===== src/rtl/fetch_pkg.sv =====
`default_nettype none
// +----------------------------------------------------------------------------+
// | fetch_pkg                                                                  |
// | Shared constants, the prefetch entry type and a PC alignment helper for    |
// | the instruction fetch stage.                                               |
// | Revision: 1.0 - initial release                                            |
// +----------------------------------------------------------------------------+
package fetch_pkg;

    localparam int XLEN = 32;
    localparam logic [XLEN-1:0] INSTR_NOP        = 32'h0000_0013;
    localparam logic [XLEN-1:0] DEFAULT_RESET_PC = 32'h0000_0000;
    localparam logic [XLEN-1:0] PC_INC           = 32'd4;

    // One prefetch buffer slot: the word and the PC it was fetched from.
    typedef struct packed {
        logic [XLEN-1:0] pc;
        logic [XLEN-1:0] instr;
    } fetch_entry_t;

    // Force an address onto a word boundary.
    function automatic logic [XLEN-1:0] word_align(input logic [XLEN-1:0] addr);
        return {addr[XLEN-1:2], 2'b00};
    endfunction

endpackage
`default_nettype wire


===== src/rtl/instruction_fetch_if.sv =====
`default_nettype none
// +----------------------------------------------------------------------------+
// | instruction_fetch_if                                                       |
// | Bundles the instruction-memory bus, the redirect input and the decoder     |
// | handshake of the fetch stage. master = fetch unit, slave = its neighbours. |
// | Revision: 1.0 - initial release                                            |
// +----------------------------------------------------------------------------+
interface instruction_fetch_if;
    import fetch_pkg::*;

    logic            imem_req;
    logic [XLEN-1:0] imem_addr;
    logic            imem_gnt;
    logic            imem_rvalid;
    logic [XLEN-1:0] imem_rdata;
    logic            redirect;
    logic [XLEN-1:0] redirect_pc;
    logic            instr_valid;
    logic [XLEN-1:0] instr;
    logic [XLEN-1:0] instr_pc;
    logic            instr_ready;
    logic            misaligned;

    modport master (
        output imem_req, imem_addr, instr_valid, instr, instr_pc, misaligned,
        input  imem_gnt, imem_rvalid, imem_rdata, redirect, redirect_pc, instr_ready
    );

    modport slave (
        input  imem_req, imem_addr, instr_valid, instr, instr_pc, misaligned,
        output imem_gnt, imem_rvalid, imem_rdata, redirect, redirect_pc, instr_ready
    );

endinterface
`default_nettype wire


===== src/rtl/fetch_fifo.sv =====
`default_nettype none
// +----------------------------------------------------------------------------+
// | fetch_fifo                                                                 |
// | Synchronous FIFO of {pc, instr} entries with push/pop/flush and an         |
// | occupancy count. Flush dominates push and pop. DEPTH must be a power of 2. |
// | Revision: 1.0 - initial release                                            |
// +----------------------------------------------------------------------------+
module fetch_fifo
    import fetch_pkg::*;
#(
    parameter int DEPTH = 2
) (
    input  wire logic              clk,
    input  wire logic              rst,
    input  wire logic              i_push,
    input  wire logic              i_pop,
    input  wire logic              i_flush,
    input  var  fetch_entry_t      i_data,
    output fetch_entry_t           o_data,
    output logic [$clog2(DEPTH):0] o_count
);

    localparam int AW = $clog2(DEPTH);

    fetch_entry_t  r_mem [DEPTH];
    logic [AW-1:0] r_wr_ptr;
    logic [AW-1:0] r_rd_ptr;
    logic [AW:0]   r_count;
    logic          w_push;
    logic          w_pop;

    assign w_push  = i_push && !i_flush;
    assign w_pop   = i_pop && !i_flush && (r_count != '0);
    assign o_data  = r_mem[r_rd_ptr];
    assign o_count = r_count;

    // Storage, wrapping pointers and occupancy; storage is cleared so the head reads 0 after reset.
    always_ff @(posedge clk or posedge rst) begin
        if (rst) begin
            for (int i = 0; i < DEPTH; i++) begin
                r_mem[i] <= '0;
            end
            r_wr_ptr <= '0;
            r_rd_ptr <= '0;
            r_count  <= '0;
        end else if (i_flush) begin
            r_wr_ptr <= '0;
            r_rd_ptr <= '0;
            r_count  <= '0;
        end else begin
            if (w_push) begin
                r_mem[r_wr_ptr] <= i_data;
                r_wr_ptr        <= r_wr_ptr + AW'(1);
            end
            if (w_pop) begin
                r_rd_ptr <= r_rd_ptr + AW'(1);
            end
            if (w_push && !w_pop) begin
                r_count <= r_count + (AW+1)'(1);
            end else if (!w_push && w_pop) begin
                r_count <= r_count - (AW+1)'(1);
            end
        end
    end

endmodule
`default_nettype wire


===== src/rtl/instruction_fetch.sv =====
`default_nettype none
// +----------------------------------------------------------------------------+
// | instruction_fetch                                                          |
// | Fetch stage: owns the PC, issues word requests to instruction memory,      |
// | buffers returned words in a prefetch FIFO and hands them to the decoder.   |
// | Redirects flush the buffer and discard responses still owed by memory.     |
// | Optional: define FETCH_MISALIGN_TRAP_EN to flag and halt on misaligned     |
// | redirect targets; otherwise the low two target bits are ignored.           |
// | Revision: 1.0 - initial release                                            |
// +----------------------------------------------------------------------------+
module instruction_fetch
    import fetch_pkg::*;
#(
    parameter logic [XLEN-1:0] RESET_PC   = DEFAULT_RESET_PC,
    parameter int              FIFO_DEPTH = 2
) (
    input  wire logic           clk,
    input  wire logic           reset,
    instruction_fetch_if.master bus
);

    localparam int            CW      = $clog2(FIFO_DEPTH) + 1;
    localparam logic [CW:0]   C_DEPTH = (CW+1)'(FIFO_DEPTH);

    logic [XLEN-1:0] r_fetch_pc;
    logic [XLEN-1:0] r_resp_pc;
    logic [CW-1:0]   r_outstanding;
    logic [CW-1:0]   r_discard;
    logic            r_halt;

    logic [CW-1:0]   w_fifo_count;
    logic [CW-1:0]   w_outstanding_nxt;
    logic [CW:0]     w_used;
    logic            w_req;
    logic            w_issue;
    logic            w_pop;
    logic            w_push;
    logic [XLEN-1:0] w_target;
    logic            w_target_bad;
    fetch_entry_t    w_head;
    fetch_entry_t    w_push_entry;

    // A pop this cycle frees a slot, so it counts as credit; this keeps one instruction per cycle.
    assign w_pop   = (w_fifo_count != '0) && bus.instr_ready && !bus.redirect;
    assign w_used  = {1'b0, r_outstanding} + {1'b0, w_fifo_count} - {{CW{1'b0}}, w_pop};
    assign w_req   = !reset && !r_halt && (w_used < C_DEPTH);
    assign w_issue = w_req && bus.imem_gnt;
    assign w_push  = bus.imem_rvalid && (r_discard == '0);

    assign w_push_entry = '{pc: r_resp_pc, instr: bus.imem_rdata};
    assign w_target     = word_align(bus.redirect_pc);

`ifdef FETCH_MISALIGN_TRAP_EN
    assign w_target_bad = (bus.redirect_pc[1:0] != 2'b00);
`else
    logic w_unused_target_lsbs;
    assign w_unused_target_lsbs = ^bus.redirect_pc[1:0];
    assign w_target_bad         = 1'b0;
`endif

    // Responses owed after this cycle's grant and response have been accounted for.
    always_comb begin
        w_outstanding_nxt = r_outstanding;
        if (w_issue && !bus.imem_rvalid) begin
            w_outstanding_nxt = r_outstanding + CW'(1);
        end else if (!w_issue && bus.imem_rvalid) begin
            w_outstanding_nxt = r_outstanding - CW'(1);
        end
    end

    // PC, response tracking and halt state; a redirect marks every owed response for discard.
    always_ff @(posedge clk or posedge reset) begin
        if (reset) begin
            r_fetch_pc    <= RESET_PC;
            r_resp_pc     <= RESET_PC;
            r_outstanding <= '0;
            r_discard     <= '0;
            r_halt        <= 1'b0;
        end else if (bus.redirect) begin
            r_fetch_pc    <= w_target;
            r_resp_pc     <= w_target;
            r_outstanding <= w_outstanding_nxt;
            r_discard     <= w_outstanding_nxt;
            r_halt        <= w_target_bad;
        end else begin
            r_outstanding <= w_outstanding_nxt;
            if (w_issue) begin
                r_fetch_pc <= r_fetch_pc + PC_INC;
            end
            if (w_push) begin
                r_resp_pc <= r_resp_pc + PC_INC;
            end
            if (bus.imem_rvalid && (r_discard != '0)) begin
                r_discard <= r_discard - CW'(1);
            end
        end
    end

    fetch_fifo #(
        .DEPTH (FIFO_DEPTH)
    ) u_fifo (
        .clk     (clk),
        .rst     (reset),
        .i_push  (w_push),
        .i_pop   (w_pop),
        .i_flush (bus.redirect),
        .i_data  (w_push_entry),
        .o_data  (w_head),
        .o_count (w_fifo_count)
    );

    assign bus.imem_req    = w_req;
    assign bus.imem_addr   = r_fetch_pc;
    assign bus.instr_valid = (w_fifo_count != '0);
    assign bus.instr       = w_head.instr;
    assign bus.instr_pc    = w_head.pc;
    assign bus.misaligned  = r_halt;

endmodule
`default_nettype wire


===== src/flat_wrapper.sv =====
// flat-port wrapper written by rule: the top's interface ports become plain ports
module instruction_fetch_flat import fetch_pkg::*;
#(
    parameter logic [XLEN-1:0] RESET_PC   = DEFAULT_RESET_PC,
    parameter int              FIFO_DEPTH = 2
)
  (clk, reset, bus_imem_req, bus_imem_addr, bus_instr_valid, bus_instr, bus_instr_pc, bus_misaligned, bus_imem_gnt, bus_imem_rvalid, bus_imem_rdata, bus_redirect, bus_redirect_pc, bus_instr_ready);
  instruction_fetch_if bus_i ();
  input  wire logic clk;
  input  wire logic reset;
  output wire logic [$bits(bus_i.imem_req)-1:0] bus_imem_req;
  output wire logic [$bits(bus_i.imem_addr)-1:0] bus_imem_addr;
  output wire logic [$bits(bus_i.instr_valid)-1:0] bus_instr_valid;
  output wire logic [$bits(bus_i.instr)-1:0] bus_instr;
  output wire logic [$bits(bus_i.instr_pc)-1:0] bus_instr_pc;
  output wire logic [$bits(bus_i.misaligned)-1:0] bus_misaligned;
  input wire logic [$bits(bus_i.imem_gnt)-1:0] bus_imem_gnt;
  input wire logic [$bits(bus_i.imem_rvalid)-1:0] bus_imem_rvalid;
  input wire logic [$bits(bus_i.imem_rdata)-1:0] bus_imem_rdata;
  input wire logic [$bits(bus_i.redirect)-1:0] bus_redirect;
  input wire logic [$bits(bus_i.redirect_pc)-1:0] bus_redirect_pc;
  input wire logic [$bits(bus_i.instr_ready)-1:0] bus_instr_ready;
  assign bus_imem_req = bus_i.imem_req;
  assign bus_imem_addr = bus_i.imem_addr;
  assign bus_instr_valid = bus_i.instr_valid;
  assign bus_instr = bus_i.instr;
  assign bus_instr_pc = bus_i.instr_pc;
  assign bus_misaligned = bus_i.misaligned;
  assign bus_i.imem_gnt = bus_imem_gnt;
  assign bus_i.imem_rvalid = bus_imem_rvalid;
  assign bus_i.imem_rdata = bus_imem_rdata;
  assign bus_i.redirect = bus_redirect;
  assign bus_i.redirect_pc = bus_redirect_pc;
  assign bus_i.instr_ready = bus_instr_ready;
  instruction_fetch #(.RESET_PC(RESET_PC), .FIFO_DEPTH(FIFO_DEPTH)) u_core (.clk(clk), .reset(reset), .bus(bus_i));
endmodule

===== config.mk =====
export PLATFORM = sky130hd
export DESIGN_NAME = instruction_fetch_flat
export DESIGN_NICKNAME = d
export VERILOG_FILES = /design/src/rtl/fetch_pkg.sv /design/src/rtl/instruction_fetch_if.sv /design/src/rtl/fetch_fifo.sv /design/src/rtl/instruction_fetch.sv /design/src/flat_wrapper.sv
export SDC_FILE = /design/constraint.sdc
export NUM_CORES = 1
export LEC_CHECK = 0
export BUFFER_PORTS_ARGS = -buffer_cell sky130_fd_sc_hd__buf_4
export CAP_MARGIN = 0
export CORE_ASPECT_RATIO = 1.5
export CORE_MARGIN = 4
export CORE_UTILIZATION = 25
export DETAILED_ROUTE_END_ITERATION = 6
export MAX_ROUTING_LAYER = met4
export PLACE_DENSITY = 0.53
export RECOVER_POWER = 25
export REMOVE_ABC_BUFFERS = 1
export SETUP_SLACK_MARGIN = 0.15
export SLEW_MARGIN = 20
export SYNTH_ARGS = -nofsm -noshare
export SYNTH_HDL_FRONTEND = slang
export SYNTH_SLANG_ARGS = --single-unit

===== constraint.sdc =====
create_clock -name clk -period 5.75 [get_ports clk]
set_clock_uncertainty 0.05 [all_clocks]
set_input_delay 0.2875 -clock clk [delete_from_list [all_inputs] [get_ports clk]]
set_output_delay 0.2875 -clock clk [all_outputs]
set_load 0.02 [all_outputs]

======== Yosys cells after proc, flatten, opt, wreduce, memory -nomap -nowiden ========
Index checks and enable logic that the tools add are counted.
storage, ports and cells
  output and inout bits ................... 99
  bits in writable memories ............... 0
  logic and storage cells ................. 80
  flip-flop bits (word level) ............. 200
  input bits .............................. 70
  memories ................................ 0
  bits in read-only memories .............. 0
  bits in latches ......................... 0
operators by class
  divide/modulo/power cells ............... 0
  shifts and indexed selects .............. 0
  equal/unequal tests ..................... 0
  $add $sub $neg .......................... 11
  muxes and demuxes ....................... 21
  order comparisons ....................... 4
  multiply operators ...................... 0
  bitwise operators ....................... 3
  reduce and logical (&&, ||, !) cells .... 30
operator list
  operator                                                     count
  two-way mux 64 bit                                           4
  bitwise mux 128 bit                                          1
  two-way mux 32 bit                                           4
  adder 32 x 3 -> 32 bit (second input constant)               2
  demux 64 bit (select 1 bit)                                  1
  logical AND 1 bit                                            14
  two-way mux 2 bit                                            7
  nonzero test 2 bit                                           7
  logical NOT 1 bit                                            6
  subtractor 2 x 1 -> 2 bit (second input constant)            3
  adder 2 x 1 -> 2 bit (second input constant)                 2
  >= comparator 2 bit (second input constant)                  2
  two-way mux 1 bit                                            4
  NOT 1 -> 2 bit                                               2
  adder 2 x 2 -> 3 bit                                         1
  less-than comparator 3 x 2 -> 1 bit (second input constant)  1
  nonzero test 3 bit                                           1
  subtractor 3 x 1 -> 3 bit                                    1
  adder 1 bit (second input constant)                          2
  logical NOT 2 bit                                            1
  less-than comparator 2 x 1 -> 1 bit (second input constant)  1
  AND reduction 2 bit                                          1
  NOT 1 bit                                                    1

======== Logic depth before layout (Yosys ltp) ========
  depth after elaboration ................. 12
  gate-level depth with buffers ........... 13
  gate-level depth less buffers ........... 10

======== Cells and area by module ========
From an unflattened synthesis, not the netlist that was laid out.
second synthesis, totals
  cells, all modules ...................... 735
  area, all modules ....................... 9801.9 um^2
by module, submodules not included
  module             sequential area each (um^2)  area each (um^2)  instances  cells each
  fetch_fifo         3303.2                       6055.8            1          363
  instruction_fetch  1601.5                       3746.1            1          372

======== Worst setup path after synthesis ========
No wires, ideal clock.
  path kind ............................... input -> output
  from .................................... in reset
  to ...................................... out bus_imem_req
  slack ................................... 241 ps
  buffers on the path ..................... 0
  data arrival time ....................... 5171 ps
  stages on the path ...................... 2
  data required time ...................... 5413 ps
  cell sequence ........................... inv_1 and3_2
between the ends
  longest elaborated chain between the ends .. 2
ends and longest elaborated chain
  element            RTL line                 source
  from (decl)        flat_wrapper.sv:10       input wire logic reset;
  logical NOT 1 bit  instruction_fetch.sv:46  assign w_req = !reset && !r_halt && (w_used < C_DEPTH);
  logical AND 1 bit  instruction_fetch.sv:46
  to (decl)          flat_wrapper.sv:11       output wire logic [$bits(bus_i.imem_req)-1:0] bus_imem_req;
No other way between the ends.

======== Worst setup path in the final report ========
  from .................................... reg u_core.u_fifo.r_count[0], in the netlist u_core.u_fifo.o_count[0]
  to ...................................... reg u_core.r_fetch_pc[20], in the netlist u_core.bus.imem_addr[20]
between the ends
  longest elaborated chain between the ends .. 8
  elaborated cells on any way between the ends .. 9
  classes of those cells .................. add/sub (2); order compare (1); reduce/logical (6)
ends and longest elaborated chain
  element                                                       RTL line                 source
  from (decl)                                                   fetch_fifo.sv:28         logic [AW:0] r_count;
  from (signal assigned)                                        fetch_fifo.sv:59         r_count <= r_count + (AW+1)'(1);
  from (signal assigned)                                        fetch_fifo.sv:61         r_count <= r_count - (AW+1)'(1);
  branches (longest 3 deep; another with adder 2 x 2 -> 3 bit)  --
  subtractor 3 x 1 -> 3 bit (*)                                 instruction_fetch.sv:45  assign w_used = {1'b0, r_outstanding} + {1'b0, w_fifo_count} - {{CW{1'b0}}, w_pop};
  less-than comparator 3 x 2 -> 1 bit (*)                       instruction_fetch.sv:46
  logical AND 1 bit (*)                                         instruction_fetch.sv:46
  logical AND 1 bit (*)                                         instruction_fetch.sv:47  assign w_issue = w_req && bus.imem_gnt;
  nonzero test 2 bit (no source line) (*)                       --
  to (signal assigned)                                          instruction_fetch.sv:80  r_fetch_pc <= w_target;
  to (signal assigned)                                          instruction_fetch.sv:88  r_fetch_pc <= r_fetch_pc + PC_INC;
  to (decl)                                                     instruction_fetch.sv:25  logic [XLEN-1:0] r_fetch_pc;
Every way passes the cells marked *.
A chain may end at the register's enable or synchronous reset.

==> results.md <==
| Parameter | This run |
|---|---|
| TritonCTS clock tree | built |
| Final setup slack of the worst path | 2.10 ns |
| Number of buffers inserted by post-CTS setup repair | 0 |
| Yosys synthesis warning count | 0 |
| Final hold slack | 0.0220 ns |
| Register-to-register setup slack | 2.10 ns |
| RR Endpoint | u_core.bus.imem_addr[20] |
| Number of DRC violations after detailed-routing iteration 0 | 390 |
| Non-filler instance count after layout | 1453 |
| Global route total overflow | 0 |
| Share of synthesized registers carrying an async set or reset | 100% |
| Endpoint kind of the worst setup timing path | flop |
| Maximum number of pins on one net before global-route repair | 123 |
| Total Wirelength | 27700 µm |
| Wire length per cell | 19.1 µm |
| Highest attainable clock frequency | 274 MHz |
| Number of antenna violations at the first check in global routing | 2 |
| Number of cells after detailed placement | 1412 |
| Insertion delay of the later-clocked pin in the worst-skew pair | 0.46 ns |
| Antenna violation net count after detailed routing | 0 |
| Number of nets at the end of the flow | 1025 |
| Row count | 87 |
| Vias in the first global route | 7220 |
| Setup TNS Final | 0 ns |
| Result of the run | finished, final reports clean |
| Number of maximum-capacitance violations | 0 |
| Fraction of final layout cells with drive strength greater than 1 | 42.8% |
| Most used DFF post-synth | sky130_fd_sc_hd__dfrtp_1 |
| Worst-margin pin slew | 1.10 ns |
| DRC violation count after routing | 0 |
| Synthesis-to-layout area growth | 24.2% |
| Largest fanout on the critical path | 20 |
| Global-route wire length before repair | 42900 µm |
| Setup slack after placement | 2.12 ns |
| Final number of max-transition violations | 0 |
| Number of input and output port buffers inserted | 161 |
| Worst Setup Start Kind | flop |
| I/O pin count | 169 |
| Number of iterations in the first detailed-routing pass | 5 |
| Dominant cells by area after synthesis | sky130_fd_sc_hd__dfrtp_1, sky130_fd_sc_hd__mux2_2, sky130_fd_sc_hd__nor2_1 |
| Number of synthesized flops with an enable pin | 0 |
| Type of the tightest min-delay check | input pin to flop |
| GRT Overall Usage | 13.8% |
| Source of the worst hold timing path | bus_redirect_pc[2] |
| Number of H-tree levels | 4 |
| Area enclosed by the die boundary | 41600 µm² |
| Total number of vias | 7045 |
| Maximum root-to-sink buffer count | 2 |
| Flip-flop and latch count after synthesis | 192 |
| Core footprint | 37800 µm² |
| Placer Congestion | 0.793 |
| Number of distinct library cell variants in the gate-level netlist after synthesis | 60 |
| Hold Path Cell Cnt | 2 |
| Post-synth top area cell | sky130_fd_sc_hd__dfrtp_1 |
| Synth Instances | 801 |
| Worst hold path endpoint | u_core.bus.imem_addr[2] |
| Post-layout util | 31.5% |
| Fraction of post-synthesis cell area in the top cell type by area | 50.2% |
| Slew headroom | 26.0% |
| Y dimension of the die | 248 µm |
| Die Wd | 168 µm |
| Peak VDD IR | 167 µV |
| Number of failing hold endpoints at the final stage | 0 |
| Setup repair after global routing missed its margin | false |
| Final cycle utilization of the critical path | 63.5% |
| Most common cell after layout, fill and taps aside | sky130_fd_sc_hd__mux2_2 |
| Leakage | 5.02 nW |
| Required time at the endpoint of the critical path | 6.07 ns |
| HPWL reported at the end of detailed placement | 19000 µm |
| Combined area of all synthesized cells | 9580 µm² |
| Worst Setup SP | u_core.u_fifo.o_count[0] |
| Clock root buffer master | sky130_fd_sc_hd__clkbuf_16 |
| Signal arrival time at the worst endpoint | 3.97 ns |
| Ratio of total power to cell area | 447 nW/µm² |
| Avg Vias per Cell | 4.85 |
| Critical register-to-register path startpoint | u_core.u_fifo.o_count[0] |
| Commonest non-fill, non-tap cells in the layout | sky130_fd_sc_hd__mux2_2, sky130_fd_sc_hd__dfrtp_1, sky130_fd_sc_hd__buf_4 |
| Initial Utilization | 25.4% |
| Seq/Total Area, Yosys | 50.2% |
| Clk sinks | 192 |
| Depth of the worst register-to-register path | 10 |
| Crit path time final | 3.65 ns |
| Post-Syn Area per Cell | 12.0 µm² |
| Final setup violating endpoints | 0 |
| Number of buffers added by the clock tree synthesis step | 17 |
| Clock input transition at the sequential cells of the worst setup and hold paths | 0.08 ns |
| Critical setup path kind | flop to flop |
==> flip-flops by register name, indices dropped and copies added, names as in the netlist <==
signal                  count
u_core.bus.imem_addr       30
u_core.r_discard            2
u_core.r_outstanding        2
u_core.r_resp_pc           30
u_core.u_fifo.o_count       2
u_core.u_fifo.r_mem       124
u_core.u_fifo.r_rd_ptr      1
u_core.u_fifo.r_wr_ptr      1
==> report_power, final <==
part | internal (W) | switching [W] | leakage, nW | total [W]
combinational | 0.00104 | 0.00101 | 2.39 | 0.00205
sequential | 0.00177 | 0.000277 | 2.36 | 0.00205
clock | 0.000655 | 0.000556 | 0.274 | 0.00121
==> synthesized netlist by cell type (16+ instances only) <==
cell	instances
sky130_fd_sc_hd__nand2_1	30
sky130_fd_sc_hd__a31oi_1	19
sky130_fd_sc_hd__nand3_1	16
sky130_fd_sc_hd__nor4_1	21
sky130_fd_sc_hd__buf_2	20
sky130_fd_sc_hd__nand4_1	20
sky130_fd_sc_hd__clkbuf_1	19
sky130_fd_sc_hd__mux2_2	196
sky130_fd_sc_hd__nor3_1	26
sky130_fd_sc_hd__dfrtp_1	192
sky130_fd_sc_hd__nor2_1	40
sky130_fd_sc_hd__and4_1	16
==> layout make-up <==
cell class	instances	area, µm²
Antenna cell	2	5.00
Sequential cell	192	4810
Clock buffer	20	447
Fill cell	3868	25900
Tap cell	489	612
Inverter	11	48.8
Clock inverter	12	134
Multi-Input combinational cell	550	4500
Timing Repair Buffer	177	1340
==> metrics by stage <==
stage	area, µm²	power, W
after global routing	11900	0.00565
after global placement	11200	0.00412
after CTS	11900	0.00541
final	11900	0.00531
after floorplan	9340	0.00336
after detailed placement	11200	0.00417
==> metal layers <==
layer	routed length, µm	part of all wire, %	global-route usage [%]
met5	0	0	-
met4	803	2.9	5.18
met3	1410	5.1	3.33
met2	13700	49	22.1
met1	11800	43	16.8
==> worst max-delay path, cell delays in order, from the launching register on <==
cell	delay [ns]
sky130_fd_sc_hd__dfrtp_1	0.43
sky130_fd_sc_hd__or2_2	0.33
sky130_fd_sc_hd__nand2_1	0.14
sky130_fd_sc_hd__nor2_1	0.06
sky130_fd_sc_hd__ha_1	0.26
sky130_fd_sc_hd__nand2b_1	0.15
sky130_fd_sc_hd__fa_1	0.54
sky130_fd_sc_hd__nand4b_1	0.20
sky130_fd_sc_hd__nand2b_1	0.57
sky130_fd_sc_hd__or4_1	0.65
sky130_fd_sc_hd__a31oi_1	0.18
==> worst max path at each step <==
stage                                     to  depth (start not counted)
CTS                 u_core.bus.imem_addr[20]                         10
detailed placement  u_core.bus.imem_addr[20]                         10
finish              u_core.bus.imem_addr[20]                         10
floorplan           u_core.bus.imem_addr[10]                          1
global placement    u_core.bus.imem_addr[20]                         10
global route        u_core.bus.imem_addr[20]                         10
==> what timing repair did <==
item,4_1_cts,5_1_grt
gates resized for setup,0,0
hold buffers,7,0
endpoints found under the hold margin,10,0
==> logic make-up (layout without fill, tap and decap cells) <==
logic type	Yosys count	in the layout	share of synthesized area [%]
and+or+nand+nor	226	226	13.5
muxes	198	198	23.3
DFF	192	192	50.2
AOI/OAI and AO/OA	89	89	6.59
buffers and inverters	63	220	3.08
xor gates and xnor gates	26	26	2.46
adders and majority gates	6	6	0.862
other	1	7	0.0392
No activity file was read; power rests on OpenSTA's default activity.
